==> src/rtl/rmw_long_latency_pkg.sv <==
// Shared types and sizing for the long-latency lookup table that sits
// downstream of the RMW cache pipeline.
package rmw_long_latency_pkg;

   localparam int ID_N   = 16;
   localparam int WORD_W = 32;
   localparam int TAG_W  = 4;
   localparam int LAT    = 8;
   localparam int ID_W   = $clog2(ID_N);
   localparam int INFL_W = 6;

   typedef logic [ID_W-1:0]   id_t;
   typedef logic [WORD_W-1:0] word_t;
   typedef logic [TAG_W-1:0]  tag_t;

endpackage

==> src/rtl/rmw_long_latency_tbl_if.sv <==
// Request/response bundle between the RMW cache (master) and the table (slave).
interface rmw_long_latency_tbl_if;
   import rmw_long_latency_pkg::*;

   logic              tbl_wr_r;
   id_t               tbl_wr_id_r;
   word_t             tbl_wr_word_r;
   logic              tbl_rd_r;
   id_t               tbl_rd_id_r;
   tag_t              tbl_rd_itag_r;
   logic              tbl_rd_word_vld_r;
   word_t             tbl_rd_word_r;
   tag_t              tbl_rd_ctag_r;
   logic [INFL_W-1:0] tbl_rd_inflight_r;

   modport master (
      output tbl_wr_r, tbl_wr_id_r, tbl_wr_word_r,
      output tbl_rd_r, tbl_rd_id_r, tbl_rd_itag_r,
      input  tbl_rd_word_vld_r, tbl_rd_word_r, tbl_rd_ctag_r, tbl_rd_inflight_r
   );

   modport slave (
      input  tbl_wr_r, tbl_wr_id_r, tbl_wr_word_r,
      input  tbl_rd_r, tbl_rd_id_r, tbl_rd_itag_r,
      output tbl_rd_word_vld_r, tbl_rd_word_r, tbl_rd_ctag_r, tbl_rd_inflight_r
   );

endinterface

==> src/rtl/rmw_long_latency_tbl_dly.sv <==
// Fixed-depth valid/payload delay line; each stage only takes a new payload
// when the valid arriving with it is set, so the last stage holds old data.
module rmw_long_latency_tbl_dly #(
   parameter int STAGES = 8,
   parameter int DATA_W = 36
) (
   input  logic              clk,
   input  logic              rst,
   input  logic              in_vld,
   input  logic [DATA_W-1:0] in_data,
   output logic              out_vld,
   output logic [DATA_W-1:0] out_data
);

   logic [STAGES-1:0] vld_q, vld_d;
   logic [DATA_W-1:0] data_q [STAGES];
   logic [DATA_W-1:0] data_d [STAGES];

   always_comb begin
      vld_d    = '0;
      data_d   = data_q;
      vld_d[0] = in_vld;
      if (in_vld) data_d[0] = in_data;
      for (int i = 1; i < STAGES; i++) begin
         vld_d[i] = vld_q[i-1];
         if (vld_q[i-1]) data_d[i] = data_q[i-1];
      end
   end

   always_ff @(posedge clk) begin
      if (!rst) begin
         vld_q <= '0;
         for (int i = 0; i < STAGES; i++) data_q[i] <= '0;
      end else begin
         vld_q  <= vld_d;
         data_q <= data_d;
      end
   end

   assign out_vld  = vld_q[STAGES-1];
   assign out_data = data_q[STAGES-1];

endmodule

==> src/rtl/rmw_long_latency_tbl.sv <==
// Long-latency lookup table: reads sample storage at request time and return
// exactly LAT cycles later with the issue tag echoed as the completion tag.
module rmw_long_latency_tbl #(
   parameter int LAT = rmw_long_latency_pkg::LAT
) (
   input  logic                   clk,
   input  logic                   rst,
   rmw_long_latency_tbl_if.slave  tbl
);
   import rmw_long_latency_pkg::*;

   localparam int PAY_W = WORD_W + TAG_W;

   word_t             mem_q [ID_N];
   word_t             mem_d [ID_N];
   logic [INFL_W-1:0] inflight_q, inflight_d;
   logic [PAY_W-1:0]  rd_pay;
   logic [PAY_W-1:0]  resp_pay;
   logic              resp_vld;

   // Read data comes from the pre-write array, so a same-edge write is not seen.
   assign rd_pay = {mem_q[tbl.tbl_rd_id_r], tbl.tbl_rd_itag_r};

   always_comb begin
      mem_d = mem_q;
      if (tbl.tbl_wr_r) mem_d[tbl.tbl_wr_id_r] = tbl.tbl_wr_word_r;
   end

   always_comb begin
      inflight_d = inflight_q + INFL_W'(tbl.tbl_rd_r) - INFL_W'(resp_vld);
   end

   always_ff @(posedge clk) begin
      if (!rst) begin
         for (int i = 0; i < ID_N; i++) mem_q[i] <= '0;
         inflight_q <= '0;
      end else begin
         mem_q      <= mem_d;
         inflight_q <= inflight_d;
      end
   end

   rmw_long_latency_tbl_dly #(
      .STAGES (LAT),
      .DATA_W (PAY_W)
   ) u_dly (
      .clk      (clk),
      .rst      (rst),
      .in_vld   (tbl.tbl_rd_r),
      .in_data  (rd_pay),
      .out_vld  (resp_vld),
      .out_data (resp_pay)
   );

   assign tbl.tbl_rd_word_vld_r = resp_vld;
   assign tbl.tbl_rd_word_r     = resp_pay[PAY_W-1:TAG_W];
   assign tbl.tbl_rd_ctag_r     = resp_pay[TAG_W-1:0];
   assign tbl.tbl_rd_inflight_r = inflight_q;

`ifndef SYNTHESIS
   a_wr_id_range: assert property (@(posedge clk) disable iff (!rst)
      tbl.tbl_wr_r |-> (32'(tbl.tbl_wr_id_r) < ID_N));
   a_rd_id_range: assert property (@(posedge clk) disable iff (!rst)
      tbl.tbl_rd_r |-> (32'(tbl.tbl_rd_id_r) < ID_N));
   a_inflight_max: assert property (@(posedge clk) disable iff (!rst)
      32'(inflight_q) <= LAT);
   a_strobe_known: assert property (@(posedge clk) disable iff (!rst)
      !$isunknown({tbl.tbl_wr_r, tbl.tbl_rd_r}));
`endif

endmodule

==> src/flat_wrapper.sv <==
// flat-port wrapper written by rule: the top's interface ports become plain ports
module rmw_long_latency_tbl_flat import rmw_long_latency_pkg::*;
#(
   parameter int LAT = rmw_long_latency_pkg::LAT
)
  (clk, rst, tbl_tbl_wr_r, tbl_tbl_wr_id_r, tbl_tbl_wr_word_r, tbl_tbl_rd_r, tbl_tbl_rd_id_r, tbl_tbl_rd_itag_r, tbl_tbl_rd_word_vld_r, tbl_tbl_rd_word_r, tbl_tbl_rd_ctag_r, tbl_tbl_rd_inflight_r);
  rmw_long_latency_tbl_if tbl_i ();
  input  logic clk;
  input  logic rst;
  input wire logic [$bits(tbl_i.tbl_wr_r)-1:0] tbl_tbl_wr_r;
  input wire logic [$bits(tbl_i.tbl_wr_id_r)-1:0] tbl_tbl_wr_id_r;
  input wire logic [$bits(tbl_i.tbl_wr_word_r)-1:0] tbl_tbl_wr_word_r;
  input wire logic [$bits(tbl_i.tbl_rd_r)-1:0] tbl_tbl_rd_r;
  input wire logic [$bits(tbl_i.tbl_rd_id_r)-1:0] tbl_tbl_rd_id_r;
  input wire logic [$bits(tbl_i.tbl_rd_itag_r)-1:0] tbl_tbl_rd_itag_r;
  output wire logic [$bits(tbl_i.tbl_rd_word_vld_r)-1:0] tbl_tbl_rd_word_vld_r;
  output wire logic [$bits(tbl_i.tbl_rd_word_r)-1:0] tbl_tbl_rd_word_r;
  output wire logic [$bits(tbl_i.tbl_rd_ctag_r)-1:0] tbl_tbl_rd_ctag_r;
  output wire logic [$bits(tbl_i.tbl_rd_inflight_r)-1:0] tbl_tbl_rd_inflight_r;
  assign tbl_i.tbl_wr_r = tbl_tbl_wr_r;
  assign tbl_i.tbl_wr_id_r = tbl_tbl_wr_id_r;
  assign tbl_i.tbl_wr_word_r = tbl_tbl_wr_word_r;
  assign tbl_i.tbl_rd_r = tbl_tbl_rd_r;
  assign tbl_i.tbl_rd_id_r = tbl_tbl_rd_id_r;
  assign tbl_i.tbl_rd_itag_r = tbl_tbl_rd_itag_r;
  assign tbl_tbl_rd_word_vld_r = tbl_i.tbl_rd_word_vld_r;
  assign tbl_tbl_rd_word_r = tbl_i.tbl_rd_word_r;
  assign tbl_tbl_rd_ctag_r = tbl_i.tbl_rd_ctag_r;
  assign tbl_tbl_rd_inflight_r = tbl_i.tbl_rd_inflight_r;
  rmw_long_latency_tbl #(.LAT(LAT)) u_core (.clk(clk), .rst(rst), .tbl(tbl_i));
endmodule
==> config.mk <==
export PLATFORM = sky130hd
export DESIGN_NAME = rmw_long_latency_tbl_flat
export DESIGN_NICKNAME = d
export VERILOG_FILES = /design/src/rtl/rmw_long_latency_pkg.sv /design/src/rtl/rmw_long_latency_tbl_if.sv /design/src/rtl/rmw_long_latency_tbl_dly.sv /design/src/rtl/rmw_long_latency_tbl.sv /design/src/flat_wrapper.sv
export SDC_FILE = /design/constraint.sdc
export NUM_CORES = 2
export LEC_CHECK = 0
export ABC_AREA = 1
export CORE_MARGIN = 3
export CORE_UTILIZATION = 30
export CTS_CLUSTER_DIAMETER = 150
export CTS_CLUSTER_SIZE = 20
export DETAILED_ROUTE_END_ITERATION = 16
export HOLD_SLACK_MARGIN = 0.06
export PLACE_DENSITY_LB_ADDON = 0.15
export SLEW_MARGIN = 0
export SYNTH_ARGS = -nofsm -noshare
export SYNTH_HDL_FRONTEND = slang
export SYNTH_SLANG_ARGS = --single-unit
==> constraint.sdc <==
create_clock -name clk -period 1.95 [get_ports clk]
set_input_delay 0.39 -clock clk [delete_from_list [all_inputs] [get_ports clk]]
set_output_delay 0.39 -clock clk [all_outputs]
set_load 0.05 [all_outputs]
# Word level (Yosys, flattened, before mapping)
# Index checks and enable logic that the tools add are counted.
# classes
add_sub_neg,2
n_lt_le_gt_ge,3
n_mux,6
bitwise_logic,2
n_reduce_logical,1
# op_table
cell,count
$bwmux 512,1
$bmux 32 s4,1
$demux 32 s4,1
$mux 32,3
$ge 5x5->1 const B,2
$not 4->5,2
$add 6x1->6,1
$sub 6x1->6,1
$lt 5x1->1 const B,1
$logic_and 1x1->1,1
# totals
regBits,814
in_bits,48
output_inout_bits,43
word_cells,40

# Depth between registers and ports, before layout
# logic_depth
depth_word,6
ltp_mapped,12
mapped_depth_nobuf,11

# Modules after synthesis
# A second synthesis with hierarchy kept.
# hier_totals
hier_cells,5332
hier_area_um2,35674.2
# modules_own_cells
mod,instances,cells_per_inst,area_each_um2,seq_area_each_um2
rmw_long_latency_tbl,1,3447,23356.2,10369.9
rmw_long_latency_tbl_dly,1,1885,12318.1,5925.7

# Least setup slack after synthesis
# Ideal clock, no wire load.
# synth_path
kind,register to register
startpoint,register u_core.inflight_q[0] (netlist: u_core.tbl.tbl_rd_inflight_r[0])
endpoint,register u_core.inflight_q[4] (netlist: u_core.tbl.tbl_rd_inflight_r[4])
setup_ns,0.070
t_arrival_ns,2.028
t_required_ns,1.880
path_slack_ns,-0.148
path_stages_with_launch,12
n_path_buf,0
period_less_slack_ns,2.098
cell_sequence,dfxtp_1 -> inv_1 -> ha_1 -> inv_1 -> ha_1 -> inv_1 -> fa_1 -> nor2_1 -> o21ai_0 -> nand2_1 -> o21ai_0 -> a21oi_1
# synth_via
elab_chain_cells,2
# synth_lines
element,line_no,source
from (decl),rmw_long_latency_tbl.sv:16,"logic [INFL_W-1:0] inflight_q, inflight_d;"
from (signal assigned),rmw_long_latency_tbl.sv:39,inflight_q <= inflight_d;
$add 6x1->6,rmw_long_latency_tbl.sv:30,inflight_d = inflight_q + INFL_W'(tbl.tbl_rd_r) - INFL_W'(resp_vld);
$sub 6x1->6,rmw_long_latency_tbl.sv:30,
# No other way between the ends.
# A chain may end at the register's enable or synchronous reset.

# Worst setup path after layout
# layout_path
startpoint,register u_core.inflight_q[0] (netlist: u_core.tbl.tbl_rd_inflight_r[0])
endpoint,output tbl_tbl_rd_inflight_r[0]
# layout_lines
element,line_no,source
to (decl),flat_wrapper.sv:19,output wire logic [$bits(tbl_i.tbl_rd_inflight_r)-1:0] tbl_tbl_rd_inflight_r;
# No word-level cell between the ends.

==> flow_summary.ini <==
[status]
status = completed

[place]
dp_hpwl_mm = 72.0
place_ws_ns = -0.179
numPortBuffers = 90
place_congestion = 0.828
dp_cells = 6214

[hold_path]
hold_class = in -> reg

[global_route]
grt_pass1_vias = 29200
grtUsageTotal = 0.192
antenna_found_initial = 1
grt_max_degree = 110
grt-ovfl-total = 0
grt_pass1_wl_mm = 178

[clock_network]
cts_made_buffers = 46
insertion_delay_ns = 0.66
cts_sinks = 814
cts.reportedPaths.clkPinSlew_ns = 0.09
cts-root-buf = clkbuf_16
h-tree-depth = 2
cts_tree = done
cts_buffer_depth = 3

[yosys]
ys_types = 23
ys_seq_elements = 814
ys_warn_count = 0
synthesis.area_um2 = 33500
synth.yosys.seq_area_share = 0.486
syn_nets = 4884
syn_inst = 4829
avgSynthCellArea_um2 = 6.94

[floorplanning]
fp-row-count = 121
start_util = 0.305
io_pins = 91
die_x_um = 340
dieArea_um2 = 116000
core_area_um2 = 110000
die_y_um = 340

[final_layout]
nets = 4842
synthToLayoutAreaGrowth_pct = 14.7
final_cells = 6266
final_common_cell = nor2_1
mostFrequentLayoutCells = nor2_1, dfxtp_1, nand2_1, o21ai_0, nand3_1
antenna_cells = 0
drive_gt1_frac = 0.0772

[routing]
wl_mm = 113
via_count = 30300
vias_per_cell = 4.83
drtIter0Drc = 2296
wl_per_cell_um = 18.0
wl_met3_mm = 4.35
drc = 0
highest-signal-layer = met4
dr.pass1.iters = 7
wl_met2_mm = 51.5
antenna_left = 0
met1_length_mm = 54.6

[critical_path]
crit_path_top_delay_cell = dlygate4sd2_1
worst-path-buf-inv = 1
timing.rr.end = u_core.tbl.tbl_rd_inflight_r[4]$_SDFF_PN0_
worstSetupEndpoint = tbl_tbl_rd_inflight_r[0]
crit_chain = dlygate4sd2_1
critical_path.endpoint_type = output pin
cp_num_cells = 1
crit_path_start = u_core.tbl.tbl_rd_inflight_r[0]$_SDFF_PN0_
cp_max_fo = 2
startpoint_type = flop
crit_type = reg -> out
r2r_start = u_core.u_dly.vld_q[7]$_SDFF_PN0_
required_ns = 1.56
critPathTopFamily = buffers and inverters
arrival_ns = 1.49
rr_worst_depth = 10
critPathMaxStageDelay_ns = 0.52
rrSetupSlack_ns = 0.16

[sta]
maxSlewViolCount = 0
finalCritPeriodShare = 0.966
grt_setup_unrepaired = false
setup_viol = 0
holdWs_ns = 0.111
finalWorstSetupSlack_ns = 0.0663
min_period_ns = 1.88
maxSlewHeadroom = 0.587
finClkSkew_ns = 0.0329
worst_pin_slew_ns = 0.618
hold_viol_final = 0
clock.fmax_mhz = 531

[run]
cap_violations = 0

[pwr]
power_density_nw_per_um2 = 801
cellLeakagePower_nw = 16.7
ir_worst_vdd_mv = 0.553
[where the power goes]
| group | switching (mW) | internal (mW) | leakage (nW) |
|---|---|---|---|
| combinational | 2.20 | 1.11 | 9.53 |
| clock | 5.90 | 4.28 | 0.600 |
| sequential | 0.241 | 17.1 | 6.60 |
| total | 8.34 | 22.5 | 16.7 |
[layout make-up]
| class | count | area (um2) |
|---|---|---|
| multi-input cells | 3473 | 14800 |
| well taps | 1476 | 1850 |
| repair buffers | 327 | 3770 |
| inverters | 125 | 483 |
| fillers | 11900 | 71300 |
| clock buffers | 46 | 1150 |
| clock inverters | 5 | 68.8 |
| flip-flops and latches | 814 | 16300 |
[metrics by stage]
| step | util | cell area [um2] | power, mW | TNS, ns |
|---|---|---|---|---|
| final | 0.350 | 38400 | 30.8 | 0 |
| after global routing | 0.350 | 38400 | 32.1 | 0 |
| after CTS | 0.350 | 38500 | 31.3 | 0 |
| after detailed placement | 0.339 | 37200 | 21.0 | -57.65 |
| after global placement | 0.339 | 37200 | 21.0 | -49.59 |
| after floorplan | - | 33500 | 19.5 | 0 |
[cells in the mapped netlist]
cell | instances | area, um2
buf_4 | 60 | 450
buf_2 | 124 | 621
o21ai_0 | 591 | 2960
clkbuf_1 | 211 | 792
nor3_1 | 1 | 5.00
clkinv_1 | 6 | 22.5
nand3_2 | 1 | 10.0
nor2_2 | 4 | 25.0
nand3_1 | 419 | 2100
nand2_2 | 1 | 6.26
fa_1 | 1 | 20.0
nor2_4 | 10 | 113
o21ai_1 | 183 | 916
nor2_1 | 1512 | 5680
buf_1 | 22 | 82.6
inv_1 | 101 | 379
ha_1 | 6 | 75.1
a21oi_1 | 53 | 265
nand3_4 | 2 | 35.0
nand2_1 | 688 | 2580
inv_2 | 18 | 67.6
xor2_1 | 1 | 8.76
dfxtp_1 | 814 | 16300
[how the worst min path moves through the flow]
stage | end | depth (start not counted) | start
2_1_floorplan | u_core.mem_q[480]$_SDFFE_PN0P_ | 2 | u_core.mem_q[480]$_SDFFE_PN0P_
3_3_place_gp | u_core.mem_q[482]$_SDFFE_PN0P_ | 2 | u_core.mem_q[482]$_SDFFE_PN0P_
3_5_place_dp | u_core.mem_q[508]$_SDFFE_PN0P_ | 2 | u_core.mem_q[508]$_SDFFE_PN0P_
4_1_cts | u_core.tbl.tbl_rd_inflight_r[0]$_SDFF_PN0_ | 4 | tbl_tbl_rd_r
5_1_grt | u_core.tbl.tbl_rd_inflight_r[0]$_SDFF_PN0_ | 4 | tbl_tbl_rd_r
6_report | u_core.tbl.tbl_rd_inflight_r[0]$_SDFF_PN0_ | 4 | tbl_tbl_rd_r
[cells by family (layout without fill, tap and decap cells)]
group | after synthesis | after routing | share of synthesized area
flip-flops | 814 | 814 | 0.486
XOR/XNOR | 1 | 1 | 0.000261
AND/OR/NAND/NOR | 2638 | 2638 | 0.315
buffers and inverters | 542 | 503 | 0.0721
adder cells (fa/ha/maj) | 7 | 7 | 0.00284
AO/OA/AOI/OAI | 827 | 827 | 0.124
[routing by layer]
layer  vias up  global-route usage
li1      15300                   -
met3       101              0.0175
met4         0              0.0464
met5         -                   0
met2       593               0.316
met1     14300               0.270
[sequential cells by signal, summed over array words and instances (netlist names)]
register	flops
u_core.tbl.tbl_rd_inflight_r	6
u_core.u_dly.out_data	36
u_core.mem_q	512
u_core.u_dly.vld_q	8
u_core.u_dly.data_q	252
[worst reg2reg max path, cell delays in order (launching register included)]
cell     delay [ns]
dfxtp_4        0.39
ha_1           0.28
inv_1          0.05
ha_1           0.12
inv_1          0.06
fa_2           0.38
nor2_2         0.09
o21ai_0        0.08
nand2_1        0.08
o21ai_0        0.07
a21oi_1        0.12
[what timing repair did]
action,4_1_cts,5_1_grt
endpoints found under the hold margin,19,0
pin swaps,0,1
endpoints found under the setup margin,37,11
hold buffers,1,0
gates resized for setup,93,11
buffers inserted,0,0
(Power assumes the default switching activity.)
